$ cat config.mk
export PLATFORM = sky130hd
export DESIGN_NAME = mpmc11_wdf_feeder
export DESIGN_NICKNAME = d
export VERILOG_FILES = /design/src/rtl/mpmc11_pkg.sv /design/src/rtl/mpmc11_wdf_ram.sv /design/src/rtl/mpmc11_wdf_feeder.sv
export SDC_FILE = /design/constraint.sdc
export NUM_CORES = 1
export LEC_CHECK = 0
export BUFFER_PORTS_ARGS = -buffer_cell sky130_fd_sc_hd__buf_2
export CAP_MARGIN = 10
export CORE_ASPECT_RATIO = 1.75
export CORE_MARGIN = 1.5
export CORE_UTILIZATION = 61
export CTS_CLUSTER_SIZE = 40
export DETAILED_ROUTE_END_ITERATION = 12
export HOLD_SLACK_MARGIN = 0.12
export PLACE_DENSITY_LB_ADDON = 0.1
export SYNTH_ARGS = -nofsm -noshare
export SYNTH_HDL_FRONTEND = slang
export SYNTH_HIERARCHICAL = 1
export SYNTH_SLANG_ARGS = --single-unit
export TNS_END_PERCENT = 10
$ cat constraint.sdc
create_clock -name clk -period 26 [get_ports clk]
set_clock_uncertainty 0.2 [all_clocks]
set_input_delay 2.6 -clock clk [delete_from_list [all_inputs] [get_ports clk]]
set_output_delay 2.6 -clock clk [all_outputs]
set_load 0.02 [all_outputs]
$ cat src/rtl/mpmc11_pkg.sv
// Shared types and default sizing for the MPMC11 write-data path.
package mpmc11_pkg;

    typedef enum logic {
        BEAT0 = 1'b0,
        BEAT1 = 1'b1
    } beat_e;

    localparam int unsigned MPMC11_DW    = 128;
    localparam int unsigned MPMC11_DEPTH = 4;

endpackage

$ cat src/rtl/mpmc11_wdf_ram.sv
// Beat storage: simple dual-port array, registered write, asynchronous read.
module mpmc11_wdf_ram #(
    parameter int unsigned W     = 144,
    parameter int unsigned DEPTH = 4
) (
    input  logic                     clk,
    input  logic                     we,
    input  logic [$clog2(DEPTH)-1:0] waddr,
    input  logic [W-1:0]             wdata,
    input  logic [$clog2(DEPTH)-1:0] raddr,
    output logic [W-1:0]             rdata
);

    logic [W-1:0] mem [DEPTH];

    always_ff @(posedge clk) begin
        if (we) begin
            mem[waddr] <= wdata;
        end
    end

    assign rdata = mem[raddr];

endmodule

$ cat src/rtl/mpmc11_wdf_feeder.sv
// Buffers upstream write beats and presents them to the MIG write data FIFO,
// tracking burst phase to drive app_wdf_end and a burst_done pulse.
module mpmc11_wdf_feeder
    import mpmc11_pkg::*;
#(
    parameter int unsigned DW    = MPMC11_DW,
    parameter int unsigned DEPTH = MPMC11_DEPTH,
    parameter int unsigned BPB   = 1
) (
    input  logic                   clk,
    input  logic                   rst_n,
    input  logic                   flush,
    input  logic                   s_valid,
    output logic                   s_ready,
    input  logic [DW-1:0]          s_data,
    input  logic [DW/8-1:0]        s_mask,
    input  logic                   app_wdf_rdy,
    output logic                   app_wdf_wren,
    output logic [DW-1:0]          app_wdf_data,
    output logic [DW/8-1:0]        app_wdf_mask,
    output logic                   app_wdf_end,
    output logic [$clog2(DEPTH):0] level,
    output logic                   burst_done
);

    localparam int unsigned AW = $clog2(DEPTH);
    localparam int unsigned MW = DW / 8;

    logic [AW-1:0]    wr_ptr;
    logic [AW-1:0]    rd_ptr;
    logic [AW:0]      level_q;
    logic             burst_done_q;
    beat_e            phase_q;
    beat_e            phase_d;
    logic             push;
    logic             pop;
    logic [DW+MW-1:0] rd_word;

    // s_ready ignores a same-cycle pop, so a full buffer always refuses a push
    assign s_ready      = level_q < (AW+1)'(DEPTH);
    assign push         = s_valid && s_ready && !flush;
    assign app_wdf_wren = (level_q != '0) && !flush;
    assign pop          = app_wdf_wren && app_wdf_rdy;

    assign app_wdf_end  = (BPB == 1) ? (phase_q == BEAT0) : (phase_q == BEAT1);
    assign level        = level_q;
    assign burst_done   = burst_done_q;

    assign {app_wdf_mask, app_wdf_data} = rd_word;

    mpmc11_wdf_ram #(
        .W     (DW + MW),
        .DEPTH (DEPTH)
    ) u_ram (
        .clk   (clk),
        .we    (push),
        .waddr (wr_ptr),
        .wdata ({s_mask, s_data}),
        .raddr (rd_ptr),
        .rdata (rd_word)
    );

    always_ff @(posedge clk or negedge rst_n) begin
        if (!rst_n) begin
            wr_ptr       <= '0;
            rd_ptr       <= '0;
            level_q      <= '0;
            burst_done_q <= 1'b0;
        end else if (flush) begin
            wr_ptr       <= '0;
            rd_ptr       <= '0;
            level_q      <= '0;
            burst_done_q <= 1'b0;
        end else begin
            if (push) begin
                wr_ptr <= wr_ptr + AW'(1);
            end
            if (pop) begin
                rd_ptr <= rd_ptr + AW'(1);
            end
            case ({push, pop})
                2'b10:   level_q <= level_q + (AW+1)'(1);
                2'b01:   level_q <= level_q - (AW+1)'(1);
                default: level_q <= level_q;
            endcase
            burst_done_q <= pop && app_wdf_end;
        end
    end

    always_ff @(posedge clk or negedge rst_n) begin
        if (!rst_n) begin
            phase_q <= BEAT0;
        end else begin
            phase_q <= phase_d;
        end
    end

    always_comb begin
        phase_d = phase_q;
        if (flush) begin
            phase_d = BEAT0;
        end else if (pop && (BPB == 2)) begin
            phase_d = (phase_q == BEAT0) ? BEAT1 : BEAT0;
        end
    end

endmodule

==> impl_metrics.env, run 1 <==
export IMPL_min_from="wr_ptr[1]"
export IMPL_grt_overflow_total=0
export IMPL_p_leak_nw=8.26
export IMPL_fp_dieH_um=250
export IMPL_holdBufCountCts=0
export IMPL_critPathRequiredTime_ns=23.20
export IMPL_rr_endpoint="u_ram/mem[2][100]"
export IMPL_synth_area_leader_cell="edfxtp_1"
export IMPL_max_freq_mhz=149
export IMPL_async_flop_share=0.0137
export IMPL_end_kind="output port"
export IMPL_relSlewSlack=0.275
export IMPL_critPathKind="reg -> out"
export IMPL_dpl_cell_area_sq_um=23200
export IMPL_synth_flop_cell="edfxtp_1"
export IMPL_layout_drive_gt1_share=0.464
export IMPL_synth_edf_count=576
export IMPL_place_congestion=0.747
export IMPL_grt_max_degree=70
export IMPL_cp_start_kind="flip-flop"
export IMPL_status="finished clean"
export IMPL_grt_pass1_wl_um=57300
export IMPL_yosys_top_cells_count="edfxtp_1, mux4_2, buf_2, buf_6, dfrtp_1"
export IMPL_worst_pin_slew_ns=1.09
export IMPL_antenna_found_initial=17
export IMPL_postLayoutCellArea_sq_um=25000
export IMPL_syn_num_nets=956
export IMPL_holdCritPathClass="reg -> reg"
export IMPL_vias_per_cell=5.78
export IMPL_remaining_drc_errors=0
export IMPL_final_cells=1650
export IMPL_critPathSlowestCell="buf_4"
export IMPL_firstDrtPassIters=6
export IMPL_drtIter0Drc=475
export IMPL_ys_ff_latch=584
export IMPL_die_x_um=144
export IMPL_nets=1284
export IMPL_clock_root_buffer="clkbuf_16"
export IMPL_vdd_drop_max_uv=73.8
export IMPL_holdPathStages=2
export IMPL_cpMostUsedCell="buf_4"
export IMPL_clk_pin_slew_ns=0.06
export IMPL_synth_area_sq_um=21300
export IMPL_cts_made_buffers=49
export IMPL_critPathMaxStageDelay_ns=0.87
export IMPL_maxCapViolCount=0
export IMPL_portBuffers=298
export IMPL_synthCells=806
export IMPL_synth_seq_area_share=0.823
export IMPL_min_to="wr_ptr[1]"
export IMPL_cts_tree="yes"
export IMPL_critPathMaxFanout=50
export IMPL_dpl_cell_count=1543
export IMPL_vias=9533
export IMPL_post_route_min_period_ns=6.70
export IMPL_finalPower_mw=2.04
export IMPL_io_pins=300
export IMPL_synth_top_area_share=0.814
export IMPL_routed_wl_um=38300
export IMPL_period_share=0.258
export IMPL_rr_worst_depth=4
export IMPL_yosysMostFrequentCell="edfxtp_1"
export IMPL_postRouteAntennaNets=0
export IMPL_cp_arrival_ns=3.90
export IMPL_setup_viol=0
export IMPL_track_usage=0.218
export IMPL_syn2layout_area_growth_pct=17.4
export IMPL_design_die_area_sq_um=36000
export IMPL_tns_ns=0
export IMPL_r2r_start="level[2]"
export IMPL_cts_setup_buffers=0
export IMPL_htree_levels=2
export IMPL_power_density_nw_per_um2=81.6
export IMPL_synth_cell_types=34
export IMPL_ff2ff_setup_slack_ns=22.64
export IMPL_cts_buffer_depth=3
export IMPL_clock_sinks=584
export IMPL_synth_avg_cell_area_sq_um=26.4
export IMPL_hpwl_um=22900
export IMPL_rows=90
export IMPL_coreArea_sq_um=34500
export IMPL_clock_latency_ns=0.56
export IMPL_crit_chain="buf_4 -> buf_4 -> mux4_2 -> buf_2"
export IMPL_synth_warnings=6
export IMPL_wire_per_inst_um=23.2
export IMPL_finalHoldViolCount=0
export IMPL_start_util=0.617
export IMPL_grt_pass1_vias=9773
export IMPL_rsz0062_at_grt="false"
export IMPL_post_cts_resized=0
export IMPL_ys_top_cells_by_area="edfxtp_1, mux4_2, dfrtp_1"
export IMPL_finalMaxSlewViolations=0
stage by stage:
step,setup slack (ns),utilization,hold WS (ns)
after global routing,18.89,0.724,0.467
after CTS,19.11,0.723,0.437
after global placement,19.72,0.674,0.414
final,19.30,0.725,0.438
after floorplan,11.40,-,0.241
after detailed placement,19.72,0.674,0.418
cells by family (layout without fill, tap and decap cells):
| logic type | count (synthesis) | in the layout | share of synthesized area |
|---|---|---|---|
| AOI/OAI and AO/OA | 8 | 8 | 0.00235 |
| xor gates and xnor gates | 4 | 4 | 0.00165 |
| adders and majority gates | 1 | 1 | 0.000942 |
| buffers and inverters | 36 | 405 | 0.0104 |
| DFF | 584 | 584 | 0.823 |
| muxes | 145 | 145 | 0.153 |
| other | 1 | 16 | 0.000176 |
| and+or+nand+nor | 27 | 27 | 0.00842 |
layer usage:
metal  vias up  part of all wire  global-route usage  routed length [um]
met5         -            0.0015                   0                  59
met4        10             0.030              0.0880                1150
met3        72             0.070              0.0562                2690
met2       314              0.53               0.358               20300
met1      4972              0.37               0.279               14100
li1       4165                 -                   -                   -
power breakdown:
group	leakage [nW]	internal [mW]	switching (mW)	total, mW
Combinational	2.10	0.0875	0.122	0.209
Sequential	5.33	1.07	0.0118	1.08
Clock	0.826	0.435	0.314	0.750
flip-flops by register name (all words and copies together), names as in the netlist:
register / flops
u_ram/mem: 576
level: 3
rd_ptr: 2
wr_ptr: 2
burst_done: 1
layout by cell type (no fill, tap or decap), drive strengths merged, types with 2 or more instances in the layout:
cell type,synthesis,routed
mux4,144,144
nor3b,3,3
nor2,5,5
edfxtp,576,576
nand3b,2,2
clkinvlp,0,3
dfrtp,8,8
nor2b,4,4
a21oi,3,3
nand2b,3,3
and3b,2,2
nand2,3,3
diode,0,15
xor2,2,2
clkinv,0,18
bufinv,0,6
clkbuf,6,64
xnor2,2,2
buf,29,312
inv,1,2
cell type report:
class | instances | area [sq um]
multi-input combinational | 186 | 3560
inverter | 1 | 3.75
antenna | 15 | 37.5
fill | 2069 | 9490
timing repair buffer | 312 | 1600
sequential | 584 | 17500
clock buffer | 64 | 1380
tap | 460 | 576
clock inverter | 28 | 315
critical path: cells and delay by family, from the launching register on:
kind / cells / cell delay (ns)
multiplexers: 1 / 0.62
buffers and inverters: 3 / 1.83
flip-flops: 1 / 0.80
worst max path at each step:
stage	start	to	slack [ns]	depth (start not counted)
after global placement	rd_ptr[0]	app_wdf_data[24]	19.72	4
final	rd_ptr[0]	app_wdf_data[45]	19.30	4
after detailed placement	rd_ptr[0]	app_wdf_data[24]	19.72	4
after floorplan	s_valid	u_ram/mem[0][0]	11.40	4
after global routing	rd_ptr[0]	app_wdf_data[45]	18.89	4
after CTS	rd_ptr[0]	app_wdf_data[45]	19.11	4
Power figures use the tool's default switching activity.
==> run 2: changes to the inputs <==
--- a/config.mk
+++ b/config.mk
@@ -5,11 +5,12 @@
 export SDC_FILE = /design/constraint.sdc
 export NUM_CORES = 1
 export LEC_CHECK = 0
+export ABC_AREA = 1
 export BUFFER_PORTS_ARGS = -buffer_cell sky130_fd_sc_hd__buf_2
 export CAP_MARGIN = 10
 export CORE_ASPECT_RATIO = 1.75
 export CORE_MARGIN = 1.5
-export CORE_UTILIZATION = 61
+export CORE_UTILIZATION = 53
 export CTS_CLUSTER_SIZE = 40
 export DETAILED_ROUTE_END_ITERATION = 12
 export HOLD_SLACK_MARGIN = 0.12
==> constraint.sdc (replaced) <==
create_clock -name clk -period 5.5 [get_ports clk]
set_clock_uncertainty 0.2 [all_clocks]
set_input_delay 0.55 -clock clk [delete_from_list [all_inputs] [get_ports clk]]
set_output_delay 0.55 -clock clk [all_outputs]
set_load 0.02 [all_outputs]
==> run 2 against run 1 <==
  * Clock power increased to 4.7 times the previous value
  * Area after synthesis increased by 16%
  * Highest routed layer unchanged
  * Worst setup slack got worse by 18 ns
  * Count of clock-buffer cells in the layout decreased by 3
  * Largest power group unchanged
  * Register-to-register slack got worse by 20 ns
  * Largest cell class unchanged
  * Non-clock buffer count increased by 148
  * Critical endpoint is now app_wdf_data[97]
  * Final area increased by 19%
  * Critical path depth increased by 2
  * Synthesized cell count increased to 2.9 times the previous value
==> impl_metrics.env, run 2 <==
export IMPL_status="finished clean"
export IMPL_clock_latency_ns=0.57
export IMPL_final_common_cell="nand2_1"
export IMPL_clock_sinks=584
export IMPL_largest_reg_flops=576
export IMPL_ys_ff_latch=584
export IMPL_top_register="u_ram/mem"
export IMPL_max_freq_mhz=247
export IMPL_grt_max_degree=205
export IMPL_drtIter0Drc=1100
export IMPL_remaining_drc_errors=0
export IMPL_grt_overflow_total=0
export IMPL_nets=2888
export IMPL_tns_ns=0
export IMPL_regArea_sq_um=17500
export IMPL_critPathRequiredTime_ns=4.75
export IMPL_grt_pass1_wl_um=85100
export IMPL_dpl_cell_area_sq_um=26500
export IMPL_place_congestion=0.767
export IMPL_synth_warnings=6
export IMPL_wire_per_inst_um=16.2
export IMPL_synth_area_leader_cell="edfxtp_1"
export IMPL_vias=16600
export IMPL_finalHoldViolCount=0
export IMPL_firstDrtPassIters=6
export IMPL_postRouteAntennaNets=0
export IMPL_end_kind="output port"
export IMPL_post_route_min_period_ns=4.05
export IMPL_ys_top_cells_by_area="edfxtp_1, nand2_1, inv_1"
export IMPL_rsz0062_at_grt="false"
export IMPL_track_usage=0.226
export IMPL_vdd_drop_max_uv=363
export IMPL_maxCapViolCount=0
export IMPL_clock_root_buffer="clkbuf_16"
export IMPL_period_share=0.736
export IMPL_layout_drive_gt1_share=0.144
export IMPL_critPathMaxFanout=204
export IMPL_hold_slack_ns=0.164
export IMPL_synth_top_area_share=0.702
export IMPL_worst_pin_slew_ns=1.11
export IMPL_fillers=3529
export IMPL_portBuffers=298
export IMPL_synth_cell_types=24
export IMPL_multiInputGateArea_sq_um=4410
export IMPL_htree_levels=2
export IMPL_post_cts_resized=0
export IMPL_die_x_um=166
export IMPL_io_pins=300
export IMPL_synthCells=2320
export IMPL_setup_viol=0
export IMPL_relSlewSlack=0.259
export IMPL_synth_avg_cell_area_sq_um=10.6
export IMPL_cts_setup_buffers=0
export IMPL_rows=104
export IMPL_p_leak_nw=13.6
export IMPL_antenna_found_initial=9
export IMPL_power_density_nw_per_um2=413
export IMPL_holdCritPathClass="in -> async"
export IMPL_cp_arrival_ns=3.30
export IMPL_synth_flop_cell="edfxtp_1"
export IMPL_cts_tree="yes"
export IMPL_coreArea_sq_um=45900
export IMPL_design_die_area_sq_um=47800
export IMPL_mostFrequentLayoutCells="nand2_1, inv_1, edfxtp_1"
export IMPL_critPathKind="reg -> out"
export IMPL_synth_seq_area_share=0.710
export IMPL_synth_edf_count=576
export IMPL_grt_pass1_vias=16800
export IMPL_syn_num_nets=2470
export IMPL_cts_buffer_depth=3
export IMPL_yosys_top_cells_count="nand2_1, inv_1, edfxtp_1, nand3_1, buf_2"
export IMPL_start_util=0.536
export IMPL_finalMaxSlewViolations=0
export IMPL_finalPower_mw=12.3
export IMPL_vias_per_cell=4.92
export IMPL_synth_area_sq_um=24600
export IMPL_postLayoutCellArea_sq_um=29700
export IMPL_hpwl_um=29800
export IMPL_clk_pin_slew_ns=0.06
export IMPL_cp_start_kind="flip-flop"
export IMPL_async_flop_share=0.0137
export IMPL_yosysMostFrequentCell="nand2_1"
export IMPL_fp_dieH_um=288
export IMPL_cts_made_buffers=51
export IMPL_holdBufCountCts=147
export IMPL_routed_wl_um=54700
export IMPL_syn2layout_area_growth_pct=20.5
==> run 2: changes by cell type in the layout (fill, tap and decap cells not counted), sizes merged, moves of 8 or more <==
cell,before,now
inv,2,593
diode,15,7
nand3,1,291
mux4,144,0
dlygate4sd3,0,147
nand2,3,737
==> run 2: path summary, 6_finish.rpt <==
check                      startpoint               end  slack [ns]  cells past startpoint
setup / recovery            rd_ptr[0]  app_wdf_data[97]        1.45                      6
hold / removal                  rst_n          level[2]        0.16                      2
setup reg to reg             level[2]  u_ram/mem[1][99]        2.97                      6
hold reg to reg              level[2]          level[2]        0.39                      2
max in group asynchronous       rst_n         rd_ptr[1]        4.74                      2
min in group clk              s_valid         wr_ptr[0]        0.18                      5
==> run 2: routing by layer <==
metal,vias to the layer above,part of all wire,GRT usage
met5,-,0.00084,0
met4,8,0.031,0.0867
met3,107,0.059,0.0425
met2,482,0.51,0.409
met1,7908,0.40,0.268
li1,8063,-,-
==> run 2: through the flow <==
step / std cells / util / setup slack [ns]
final: 3366 / 0.646 / 1.45
after global routing: 3365 / 0.646 / 1.34
after CTS: 3359 / 0.646 / 1.54
after detailed placement: 3121 / 0.578 / 2.15
after global placement: 3121 / 0.578 / 2.21
after floorplan: 2320 / - / -1.73
==> run 2: cell families (layout without fill, tap and decap cells) <==
group	count (synthesis)	count (layout)	share of synthesized area
compound gates	8	8	0.00178
fa+ha+maj	1	1	0.000813
buf+inv	687	1143	0.112
flops	584	584	0.710
other cells	1	8	0.000152
simple gates	1039	1039	0.175
==> run 2: cell type report <==
class                   count  area share
inverters                 592      0.0753
flip-flops and latches    584       0.590
diodes                      7    0.000590
well taps                 583      0.0246
multi-input cells        1049       0.149
clock inverters            30     0.00965
clock buffers              61      0.0457
repair buffers            460       0.106
==> run 2: power by group <==
| part | switching [mW] | leakage (nW) | internal (mW) | total [mW] |
|---|---|---|---|---|
| sequential | 0.0893 | 5.33 | 5.20 | 5.29 |
| clock | 1.51 | 0.809 | 2.03 | 3.54 |
| combinational | 2.45 | 7.49 | 0.974 | 3.43 |
| total | 4.05 | 13.6 | 8.20 | 12.3 |
==> run 2: critical path, cell delays in order (launching register included) <==
cell and delay [ns]:
dfrtp_4 0.45, buf_4 0.73, buf_12 0.64, nand2_1 0.15, nand3_1 0.14, nand2_1 0.07, buf_2 0.17
